<file path="config.mk">
export PLATFORM = sky130hd
export DESIGN_NAME = timer_16bit_count_unit_flat
export DESIGN_NICKNAME = d
export VERILOG_FILES = /design/src/rtl/timer_16bit_count_unit_pkg.sv /design/src/rtl/timer_16bit_count_unit_if.sv /design/src/rtl/timer_16bit_count_unit_clock_select.sv /design/src/rtl/timer_16bit_count_unit.sv /design/src/flat_wrapper.sv
export SDC_FILE = /design/constraint.sdc
export NUM_CORES = 1
export LEC_CHECK = 0
export BUFFER_PORTS_ARGS = -buffer_cell sky130_fd_sc_hd__buf_2
export CAP_MARGIN = 20
export CORE_MARGIN = 1
export CORE_UTILIZATION = 40
export DETAILED_ROUTE_END_ITERATION = 16
export PLACE_DENSITY = 0.88
export SLEW_MARGIN = 5
export SYNTH_ARGS = -nofsm -noshare
export SYNTH_HDL_FRONTEND = slang
export SYNTH_SLANG_ARGS = --single-unit
export TNS_END_PERCENT = 10
</file>
<file path="constraint.sdc">
create_clock -name sysClock -period 1.95 [get_ports sysClock]
set_clock_uncertainty 0.15 [all_clocks]
set_input_delay 0.195 -clock sysClock [delete_from_list [all_inputs] [get_ports sysClock]]
set_output_delay 0.195 -clock sysClock [all_outputs]
set_load 0.05 [all_outputs]
</file>
<file path="src/rtl/timer_16bit_count_unit_pkg.sv">
// ============================================================================
// Module  : timer_pkg
// Brief   : Shared constants and clock-select encodings for the Timer1 count unit.
// Revision: 1.0
// ============================================================================
`default_nettype none

package timer_pkg;

  localparam int TCNT_W      = 16;
  localparam int WGM12_BIT   = 3;
  localparam int OCF_BIT_DEF = 4;
  localparam int TOV_BIT_DEF = 2;

  typedef enum logic [2:0] {
    CS_STOP     = 3'b000,
    CS_DIV1     = 3'b001,
    CS_DIV8     = 3'b010,
    CS_DIV64    = 3'b011,
    CS_DIV256   = 3'b100,
    CS_DIV1024  = 3'b101,
    CS_EXT_FALL = 3'b110,
    CS_EXT_RISE = 3'b111
  } cs_e;

endpackage

`default_nettype wire

</file>
<file path="src/rtl/timer_16bit_count_unit_if.sv">
// ============================================================================
// Module  : timer_16bit_count_unit_if
// Brief   : Register-file side bus of the Timer1 count unit.
// Revision: 1.0
// ============================================================================
`default_nettype none

interface timer_16bit_count_unit_if;

  logic [7:0]  TCCR1B_in;
  logic [7:0]  TCNT1H_in;
  logic [7:0]  TCNT1L_in;
  logic [7:0]  OCR1AH_in;
  logic [7:0]  OCR1AL_in;
  logic [7:0]  TIMSK_in;
  logic [7:0]  TIFR_in;
  logic        cpu_tcnt_we;
  logic [15:0] cpu_tcnt_data;
  logic        psr10;
  logic        t1_pin;
  logic [7:0]  TCNT1H_next;
  logic [7:0]  TCNT1L_next;
  logic        ocf1a_set;
  logic        tov1_set;
  logic        irq_compa;
  logic        irq_ovf;
  logic        count_tick;

  modport master (
    output TCCR1B_in, TCNT1H_in, TCNT1L_in, OCR1AH_in, OCR1AL_in,
    output TIMSK_in, TIFR_in, cpu_tcnt_we, cpu_tcnt_data, psr10, t1_pin,
    input  TCNT1H_next, TCNT1L_next, ocf1a_set, tov1_set,
    input  irq_compa, irq_ovf, count_tick
  );

  modport slave (
    input  TCCR1B_in, TCNT1H_in, TCNT1L_in, OCR1AH_in, OCR1AL_in,
    input  TIMSK_in, TIFR_in, cpu_tcnt_we, cpu_tcnt_data, psr10, t1_pin,
    output TCNT1H_next, TCNT1L_next, ocf1a_set, tov1_set,
    output irq_compa, irq_ovf, count_tick
  );

endinterface

`default_nettype wire

</file>
<file path="src/rtl/timer_16bit_count_unit_clock_select.sv">
// ============================================================================
// Module  : timer_clock_select
// Brief   : Prescaler, T1 pin synchroniser/edge detect and CS1 mux -> count_tick.
// Revision: 1.0
// ============================================================================
`default_nettype none

module timer_clock_select
  import timer_pkg::*;
#(
  parameter int PRESCALER_WIDTH = 10,
  parameter int SYNC_STAGES     = 2
) (
  input  wire logic       clk_i,
  input  wire logic       rst_ni,
  input  wire logic [2:0] cs_i,
  input  wire logic       psr10_i,
  input  wire logic       t1_pin_i,
  output logic            count_tick_o
);

  localparam logic [PRESCALER_WIDTH-1:0] PRE_ONE = PRESCALER_WIDTH'(1);

  logic [PRESCALER_WIDTH-1:0] prescaler_q;
  logic [SYNC_STAGES-1:0]     sync_q;
  logic                       t1_prev_q;
  logic                       tick_q;
  logic                       tick_d;
  logic                       t1_sync;

  assign t1_sync      = sync_q[SYNC_STAGES-1];
  assign count_tick_o = tick_q;

  // Prescaler taps fire on the all-ones phase of each divider.
  always_comb begin
    tick_d = 1'b0;
    case (cs_e'(cs_i))
      CS_STOP:     tick_d = 1'b0;
      CS_DIV1:     tick_d = 1'b1;
      CS_DIV8:     tick_d = &prescaler_q[2:0];
      CS_DIV64:    tick_d = &prescaler_q[5:0];
      CS_DIV256:   tick_d = &prescaler_q[7:0];
      CS_DIV1024:  tick_d = &prescaler_q[9:0];
      CS_EXT_FALL: tick_d = t1_prev_q & ~t1_sync;
      CS_EXT_RISE: tick_d = ~t1_prev_q & t1_sync;
      default:     tick_d = 1'b0;
    endcase
  end

  always_ff @(posedge clk_i or negedge rst_ni) begin
    if (!rst_ni) begin
      prescaler_q <= '0;
      sync_q      <= '0;
      t1_prev_q   <= 1'b0;
      tick_q      <= 1'b0;
    end else begin
      prescaler_q <= psr10_i ? '0 : prescaler_q + PRE_ONE;
      sync_q      <= {sync_q[SYNC_STAGES-2:0], t1_pin_i};
      t1_prev_q   <= t1_sync;
      tick_q      <= tick_d;
    end
  end

endmodule

`default_nettype wire

</file>
<file path="src/rtl/timer_16bit_count_unit.sv">
// ============================================================================
// Module  : timer_16bit_count_unit
// Brief   : Timer1 next-count / compare engine feeding the 16-bit register file.
// Revision: 1.0
// ============================================================================
`default_nettype none

module timer_16bit_count_unit
  import timer_pkg::*;
#(
  parameter int PRESCALER_WIDTH = 10,
  parameter int SYNC_STAGES     = 2,
  parameter int OCF_BIT         = OCF_BIT_DEF,
  parameter int TOV_BIT         = TOV_BIT_DEF
) (
  input  wire logic                  sysClock,
  input  wire logic                  system_reset,
  timer_16bit_count_unit_if.slave    bus
);

  localparam logic [TCNT_W-1:0] TCNT_MAX = {TCNT_W{1'b1}};
  localparam logic [TCNT_W-1:0] TCNT_ONE = TCNT_W'(1);

  logic [TCNT_W-1:0] tcnt;
  logic [TCNT_W-1:0] ocr;
  logic [TCNT_W-1:0] tcnt_next;
  logic              ctc;
  logic              tick;
  logic              match;
  logic              ocf_set;
  logic              tov_set;
  logic              blk_q;
  logic              blk_d;
  logic              irq_compa_q;
  logic              irq_ovf_q;
  logic              unused_bits;

  assign tcnt  = {bus.TCNT1H_in, bus.TCNT1L_in};
  assign ocr   = {bus.OCR1AH_in, bus.OCR1AL_in};
  assign ctc   = bus.TCCR1B_in[WGM12_BIT];
  assign match = (tcnt == ocr);

  timer_clock_select #(
    .PRESCALER_WIDTH (PRESCALER_WIDTH),
    .SYNC_STAGES     (SYNC_STAGES)
  ) u_clk_sel (
    .clk_i        (sysClock),
    .rst_ni       (system_reset),
    .cs_i         (bus.TCCR1B_in[2:0]),
    .psr10_i      (bus.psr10),
    .t1_pin_i     (bus.t1_pin),
    .count_tick_o (tick)
  );

  // A CPU write always wins over a coincident tick, which is then lost.
  always_comb begin
    tcnt_next = tcnt;
    ocf_set   = 1'b0;
    tov_set   = 1'b0;
    blk_d     = blk_q;
    if (!system_reset) begin
      tcnt_next = tcnt;
    end else if (bus.cpu_tcnt_we) begin
      tcnt_next = bus.cpu_tcnt_data;
      blk_d     = 1'b1;
    end else if (tick) begin
      blk_d = 1'b0;
      if (ctc && match) begin
        tcnt_next = '0;
        ocf_set   = ~blk_q;
        tov_set   = (tcnt == TCNT_MAX);
      end else if (tcnt == TCNT_MAX) begin
        tcnt_next = '0;
        tov_set   = ~ctc;
        ocf_set   = ~ctc & (ocr == TCNT_MAX) & ~blk_q;
      end else begin
        tcnt_next = tcnt + TCNT_ONE;
        ocf_set   = ~ctc & match & ~blk_q;
      end
    end
  end

  always_ff @(posedge sysClock or negedge system_reset) begin
    if (!system_reset) begin
      blk_q       <= 1'b0;
      irq_compa_q <= 1'b0;
      irq_ovf_q   <= 1'b0;
    end else begin
      blk_q       <= blk_d;
      irq_compa_q <= bus.TIFR_in[OCF_BIT] & bus.TIMSK_in[OCF_BIT];
      irq_ovf_q   <= bus.TIFR_in[TOV_BIT] & bus.TIMSK_in[TOV_BIT];
    end
  end

  assign bus.TCNT1H_next = tcnt_next[15:8];
  assign bus.TCNT1L_next = tcnt_next[7:0];
  assign bus.ocf1a_set   = ocf_set;
  assign bus.tov1_set    = tov_set;
  assign bus.irq_compa   = irq_compa_q;
  assign bus.irq_ovf     = irq_ovf_q;
  assign bus.count_tick  = tick;

  assign unused_bits = ^{bus.TCCR1B_in[7:4], bus.TIFR_in, bus.TIMSK_in};

endmodule

`default_nettype wire

</file>
<file path="src/flat_wrapper.sv">
// flat-port wrapper written by rule: the top's interface ports become plain ports
module timer_16bit_count_unit_flat import timer_pkg::*;
#(
  parameter int PRESCALER_WIDTH = 10,
  parameter int SYNC_STAGES     = 2,
  parameter int OCF_BIT         = OCF_BIT_DEF,
  parameter int TOV_BIT         = TOV_BIT_DEF
)
  (sysClock, system_reset, bus_TCCR1B_in, bus_TCNT1H_in, bus_TCNT1L_in, bus_OCR1AH_in, bus_OCR1AL_in, bus_TIMSK_in, bus_TIFR_in, bus_cpu_tcnt_we, bus_cpu_tcnt_data, bus_psr10, bus_t1_pin, bus_TCNT1H_next, bus_TCNT1L_next, bus_ocf1a_set, bus_tov1_set, bus_irq_compa, bus_irq_ovf, bus_count_tick);
  timer_16bit_count_unit_if bus_i ();
  input  wire logic sysClock;
  input  wire logic system_reset;
  input wire logic [$bits(bus_i.TCCR1B_in)-1:0] bus_TCCR1B_in;
  input wire logic [$bits(bus_i.TCNT1H_in)-1:0] bus_TCNT1H_in;
  input wire logic [$bits(bus_i.TCNT1L_in)-1:0] bus_TCNT1L_in;
  input wire logic [$bits(bus_i.OCR1AH_in)-1:0] bus_OCR1AH_in;
  input wire logic [$bits(bus_i.OCR1AL_in)-1:0] bus_OCR1AL_in;
  input wire logic [$bits(bus_i.TIMSK_in)-1:0] bus_TIMSK_in;
  input wire logic [$bits(bus_i.TIFR_in)-1:0] bus_TIFR_in;
  input wire logic [$bits(bus_i.cpu_tcnt_we)-1:0] bus_cpu_tcnt_we;
  input wire logic [$bits(bus_i.cpu_tcnt_data)-1:0] bus_cpu_tcnt_data;
  input wire logic [$bits(bus_i.psr10)-1:0] bus_psr10;
  input wire logic [$bits(bus_i.t1_pin)-1:0] bus_t1_pin;
  output wire logic [$bits(bus_i.TCNT1H_next)-1:0] bus_TCNT1H_next;
  output wire logic [$bits(bus_i.TCNT1L_next)-1:0] bus_TCNT1L_next;
  output wire logic [$bits(bus_i.ocf1a_set)-1:0] bus_ocf1a_set;
  output wire logic [$bits(bus_i.tov1_set)-1:0] bus_tov1_set;
  output wire logic [$bits(bus_i.irq_compa)-1:0] bus_irq_compa;
  output wire logic [$bits(bus_i.irq_ovf)-1:0] bus_irq_ovf;
  output wire logic [$bits(bus_i.count_tick)-1:0] bus_count_tick;
  assign bus_i.TCCR1B_in = bus_TCCR1B_in;
  assign bus_i.TCNT1H_in = bus_TCNT1H_in;
  assign bus_i.TCNT1L_in = bus_TCNT1L_in;
  assign bus_i.OCR1AH_in = bus_OCR1AH_in;
  assign bus_i.OCR1AL_in = bus_OCR1AL_in;
  assign bus_i.TIMSK_in = bus_TIMSK_in;
  assign bus_i.TIFR_in = bus_TIFR_in;
  assign bus_i.cpu_tcnt_we = bus_cpu_tcnt_we;
  assign bus_i.cpu_tcnt_data = bus_cpu_tcnt_data;
  assign bus_i.psr10 = bus_psr10;
  assign bus_i.t1_pin = bus_t1_pin;
  assign bus_TCNT1H_next = bus_i.TCNT1H_next;
  assign bus_TCNT1L_next = bus_i.TCNT1L_next;
  assign bus_ocf1a_set = bus_i.ocf1a_set;
  assign bus_tov1_set = bus_i.tov1_set;
  assign bus_irq_compa = bus_i.irq_compa;
  assign bus_irq_ovf = bus_i.irq_ovf;
  assign bus_count_tick = bus_i.count_tick;
  timer_16bit_count_unit #(.PRESCALER_WIDTH(PRESCALER_WIDTH), .SYNC_STAGES(SYNC_STAGES), .OCF_BIT(OCF_BIT), .TOV_BIT(TOV_BIT)) u_core (.sysClock(sysClock), .system_reset(system_reset), .bus(bus_i));
endmodule
</file>
# [Word-level counts from Yosys, hierarchy flattened]
# Cells that the tools add are included.
[totals] memories=0 reg_bits=17 romBits=0 word_cells=58 ramBits=0 latch_bits=0
[classes] shift=0 n_mux=19 div=0 mul=0 bitwise=12 add_sub_neg=2 reduce_logical=8 magnitude_cmp=0 eq_ne=10
[ops] op="$mux 16" n=5
[ops] op="$eq 16x16->1 const B" n=2
[ops] op="$add 16x1->16 const B" n=1
[ops] op="$eq 16x16->1" n=1
[ops] op="$eq 3x3->1 const B" n=4
[ops] op="$mux 1" n=12
[ops] op="$add 10x1->10 const B" n=1
[ops] op="$mux 10" n=1
[ops] op="$reduce_and 10->1" n=1
[ops] op="$and 1x1->1" n=8
[ops] op="$pmux 1 s8" n=1
[ops] op="$reduce_and 8->1" n=1
[ops] op="$eq 3x2->1 const B" n=2
[ops] op="$reduce_and 6->1" n=1
[ops] op="$not 1->1" n=4
[ops] op="$eq 3x1->1 const B" n=1
[ops] op="$logic_not 3->1" n=1
[ops] op="$reduce_and 3->1" n=1
[ops] op="$reduce_and 2->1" n=1
[ops] op="$reduce_bool 2->1" n=1
[ops] op="$logic_and 1x1->1" n=1

# [Depth between registers and ports, before layout]
[depth] depth_word=8 mapped_depth=8 depth_no_buf=7

# [Cells and area by module]
# Synthesis repeated with hierarchy kept, for this count alone.
[unflattened] hier_cells=216 area_unflattened_um2=1665.3
[by_module_without_submodules] module="timer_16bit_count_unit" n_inst=1 seq_area_each_um2=75.1 area_each_um2=1049.8 cells_per_inst=158
[by_module_without_submodules] module="timer_clock_select" n_inst=1 seq_area_each_um2=350.3 area_each_um2=615.6 cells_per_inst=58

# [Worst setup path after synthesis]
# No wires, ideal clock.
[synth_timing] path_type="input-to-output" from="input bus_TCNT1H_in[2]" to="output bus_tov1_set" path_buffers=1 arrival_time_ns=2.287 stages=5 path_slack_ns=-0.682 path_cell_list="nand3_1 > or4_1 > or2_1 > buf_2 > nor3_1"
[synth_via] elab_chain_cells=6 word_cells_on_any_way=8
[synth_lines] item="from (decl)" line_no="flat_wrapper.sv:14" source="input wire logic [$bits(bus_i.TCNT1H_in)-1:0] bus_TCNT1H_in;"
[synth_lines] item="$eq 16x16->1 (on tied branches)" line_no="timer_16bit_count_unit.sv:71, timer_16bit_count_unit.sv:72, timer_16bit_count_unit.sv:41"
[synth_lines] item="$mux 1 / $logic_and 1x1->1 (equally long branches)" line_no="timer_16bit_count_unit.sv:72, timer_16bit_count_unit.sv:68"
[synth_lines] item="$mux 1 *" line_no="timer_16bit_count_unit.sv:68" source="if (ctc && match) begin"
[synth_lines] item="$mux 1 *" line_no="timer_16bit_count_unit.sv:66" source="end else if (tick) begin"
[synth_lines] item="$mux 1 *" line_no="timer_16bit_count_unit.sv:63" source="end else if (bus.cpu_tcnt_we) begin"
[synth_lines] item="$mux 1 *" line_no="timer_16bit_count_unit.sv:61" source="if (!system_reset) begin"
[synth_lines] item="to (decl)" line_no="flat_wrapper.sv:27" source="output wire logic [$bits(bus_i.tov1_set)-1:0] bus_tov1_set;"
# Every way passes the cells marked *; elsewhere a longest branch is shown, timed or not.

# [Worst setup path in the final report]
[layout_timing] from="input bus_TCNT1L_in[2]" to="output bus_TCNT1H_next[0]"
[layout_via] elab_chain_cells=6 word_cells_on_any_way=9
[layout_lines] item="from (decl)" line_no="flat_wrapper.sv:15" source="input wire logic [$bits(bus_i.TCNT1L_in)-1:0] bus_TCNT1L_in;"
[layout_lines] item="$add 16x1->16 (tied with other cells)" line_no="timer_16bit_count_unit.sv:77" source="tcnt_next = tcnt + TCNT_ONE;"
[layout_lines] item="$mux 16 / $logic_and 1x1->1 (equally long branches)" line_no="timer_16bit_count_unit.sv:72, timer_16bit_count_unit.sv:68"
[layout_lines] item="$mux 16 *" line_no="timer_16bit_count_unit.sv:68"
[layout_lines] item="$mux 16 *" line_no="timer_16bit_count_unit.sv:66"
[layout_lines] item="$mux 16 *" line_no="timer_16bit_count_unit.sv:63"
[layout_lines] item="$mux 16 *" line_no="timer_16bit_count_unit.sv:61"
[layout_lines] item="to (decl)" line_no="flat_wrapper.sv:24" source="output wire logic [$bits(bus_i.TCNT1H_next)-1:0] bus_TCNT1H_next;"
# Marked as above.

==> summary.txt <==
Floorplan
  – I/O Pins: ~100
  – Initial core utilization: 0.415
  – Die W: approximately 66 um
  – Row cnt: 23
  – Die H: 66.5 um
  – Die ar.: between 4000 and 5000 um^2
  – Core area: around 4000 um^2

Timing
  – Slew Limit Headroom: 0.626
  – Setup ws final: -0.208 ns
  – Fin. Hold Viols: 0
  – # setup viols final: 18
  – RSZ-0062 raised after global routing: yes
  – Setup TNS: -2.54 ns
  – Worst-Margin Slew: 0.559 ns
  – Max-slew violation count: 0
  – Tcrit/Tclk final: 1.11
  – Max Freq: around 460 MHz
  – Min cycle time layout: approximately 2.2 ns

Worst setup path
  – Crit path max fanout: 5
  – CP startpoint kind: input pin
  – Critical path class: input pin to primary output
  – Critical Path Sink Type: primary output
  – Reg2reg setup slack: about 0.3 ns
  – WP data required: 1.60 ns
  – CP arrival: ~1.8 ns

Power
  – P_int: slightly below 0.8 mW
  – PnR Total Power: 1.26 mW
  – Clk pwr share: 0.201
  – Max rail drop VDD: 0.000451 V
  – Comb pwr share: 0.495
  – Sequential share of power: 0.304
  – Sw Share: 0.379
  – Leak pwr: about 1.4 nW
  – Switching pwr: 0.477 mW
  – Pwr/cell area: 432 nW/um^2

Placed design
  – DP Wirelength: between 4000 and 5000 um
  – GPL Wtd Cong: around 0.94
  – Placement-stage cell area: 2430 um^2
  – Port buffer count: a little over 80

Cells and area
  – Nets: roughly 430
  – Share of cells above drive strength 1: 0.490
  – Area Growth Syn to Fin: 75.3%
  – Fin area: 2910 um^2
  – Diodes inserted: 0

Clock network
  – Num Clock Sinks: 17
  – CTS tree: yes
  – TritonCTS Buffers: 3
  – H-tree Lvls: 1
  – Clock latency on the worst-skew pair: 0.25 ns
  – Clock buffer depth: 2
  – Clock-pin slew on the worst setup and hold paths: about 0.060 ns
  – Root buf cell: clkbuf_8

Flow run
  – Max-capacitance violation count: 0

Drt
  – Drt pass-1 iters: 6
  – Final antenna-violating net count: 0
  – Drt initial violations: 302
  – Total wire length: between 7000 and 8000 um
  – Drt wl/cell: roughly 18 um
  – DRC errors left: 0
  – Vias per cell: roughly 6.1
  – Via count: ~2,400

Logic synthesis
  – Post-synthesis sequential area ratio: 0.256
  – Number of flops mapped to enable cells by yosys: 0
  – Syn Area/Cell: 7.59 um^2
  – Top cell type's share of synthesized area: 0.256
  – Synth area leader: dfrtp_1
  – Mapped Cells: approximately 220
  – Synth Cell Area: around 1700 um^2
  – Main synth FF type: dfrtp_1
  – Top post-synthesis cells by area: dfrtp_1, xnor2_1, a22oi_1
  – Synth Register Bits: 17
  – Yosys warning count: 0
  – Netlist cell types: 44
  – Post-Syn Nets: approximately 300
  – Asr flop ratio synth: 1.00

GRT
  – Initial antenna violation count: 0
  – Vias in the first global route: approximately 2,300
  – Global-route wire length before repair: slightly above 10,000 um
  – Largest net degree at the start of global routing: 16
  – GRT overflow: 0
  – GRT Total Usage: 0.309

Run status
  – Status: finished, violations left
  – Violations in the final reports: setup timing

Min path
  – Hold WC Path Type: input pin to register
-- path summary, 6_finish.rpt --
kind,startpoint,end,cells past startpoint
worst max-delay path,bus_TCNT1L_in[2],bus_TCNT1H_next[0],10
worst min-delay path,bus_TIMSK_in[4],u_core.bus.irq_compa,2
worst max register to register,u_core.u_clk_sel.prescaler_q[0],u_core.u_clk_sel.count_tick_o,6
worst min register to register,u_core.u_clk_sel.sync_q[0],u_core.u_clk_sel.sync_q[1],0
max in group asynchronous,system_reset,u_core.blk_q,4
min in group asynchronous,system_reset,u_core.u_clk_sel.sync_q[0],3
-- layout make-up --
type | count | area (um^2)
multi-input combinational | 184 | 1340
fill | 261 | 1090
timing repair buffer | 133 | 1010
sequential | 17 | 427
tap | 50 | 62.6
clock buffer | 4 | 45.0
inverter | 7 | 26.3
-- synthesized netlist by cell type (all sizes together), types with 2 or more instances --
master / number
a21o: 2
a21oi: 9
a22oi: 11
a31oi: 4
a32oi: 2
a41oi: 2
and2: 5
and3: 7
buf: 7
clkbuf: 4
dfrtp: 17
ha: 3
inv: 7
mux2i: 3
nand2: 21
nand2b: 2
nand3: 14
nand4: 10
nor2: 19
nor2b: 5
nor3: 8
nor4: 3
o211ai: 3
o21ai: 15
o31ai: 2
or2: 2
or4: 2
xnor2: 19
xor2: 5
-- worst max-delay path, cell delays in order --
cell	delay [ns]
buf_2	0.14
xnor2_2	0.16
nand4_1	0.16
nor4_4	0.31
buf_4	0.17
nand2_4	0.07
buf_6	0.14
a32oi_1	0.18
o21ai_1	0.12
buf_6	0.17
-- stage by stage --
step	hold WS [ns]	utilization	cells	worst slack, ns
4_1_cts	0.00152	0.715	395	-0.195
6_report	0.00254	0.728	395	-0.208
2_1_floorplan	-0.251	-	219	-0.372
5_1_grt	0.0148	0.728	395	-0.408
3_3_place_gp	-0.0384	0.607	381	-0.365
3_5_place_dp	-0.0300	0.607	381	-0.387
-- layer usage --
layer / share of wire / track usage / vias to the layer above
met3: 0.099 / 0.0685 / 44
li1: - / - / 1058
met1: 0.36 / 0.328 / 1124
met4: 0.047 / 0.199 / 0
met5: 0 / 0 / -
met2: 0.50 / 0.546 / 180
-- registers in the layout (all words and copies together), names as in the netlist --
name                           cells
u_core.u_clk_sel.sync_q            2
u_core.u_clk_sel.count_tick_o      1
u_core.u_clk_sel.t1_prev_q         1
u_core.bus.irq_ovf                 1
u_core.bus.irq_compa               1
u_core.u_clk_sel.prescaler_q      10
u_core.blk_q                       1
-- power by group through the flow --
| stage | clock network (mW) | logic (mW) | registers [mW] |
|---|---|---|---|
| CTS | 0.260 | 0.586 | 0.382 |
| floorplan | 0 | 0.270 | 0.396 |
| detailed placement | 0 | 0.497 | 0.389 |
| global placement | 0 | 0.487 | 0.388 |
| finish | 0.253 | 0.623 | 0.383 |
| global route | 0.270 | 0.654 | 0.385 |
-- what timing repair did --
action,4_1_cts,5_1_grt
pin swaps,17,4
resized for setup,83,9
hold buffers,4,0
setup endpoints to repair,18,18
buffers inserted,4,0
hold endpoints to repair,19,0
cloned,2,0
-- cells in the final DEF, fill, tap and decap left out, types with 2 or more instances in the layout --
cell type	netlist	routed
a22oi_2	0	2
nand2b_1	2	2
a31oi_1	4	3
o21ai_1	13	11
a32oi_1	2	2
nor3_1	7	6
clkbuf_8	0	3
buf_4	0	44
or2_4	0	2
o211ai_1	3	3
nand3_2	1	3
inv_1	7	7
nand3_1	13	11
and2_1	5	5
xnor2_2	0	7
mux2i_1	3	2
or4_4	1	2
nor2b_1	5	5
nand4_1	10	10
dfrtp_1	17	16
a21oi_1	9	9
nand2_4	0	3
nor2_1	18	18
dlygate4sd3_1	0	4
nand2_2	0	3
a22oi_1	11	9
a41oi_1	2	2
buf_2	4	52
o21ai_0	2	2
buf_6	2	31
xnor2_1	19	12
ha_1	3	2
o21ai_2	0	2
xor2_1	5	5
and3_1	6	6
nand2_1	21	15
a21o_1	2	2
-- kinds of logic (layout without fill, tap and decap cells) --
logic type      Yosys count  count (layout)  synth area share
buf+inv                  18             144            0.0527
flops                    17              17             0.256
xor+xnor                 24              24             0.127
simple gates            101             101             0.318
compound gates           52              52             0.200
mux                       4               4            0.0248
fa+ha+maj                 3               3            0.0226
Power figures use the tool's default switching activity.
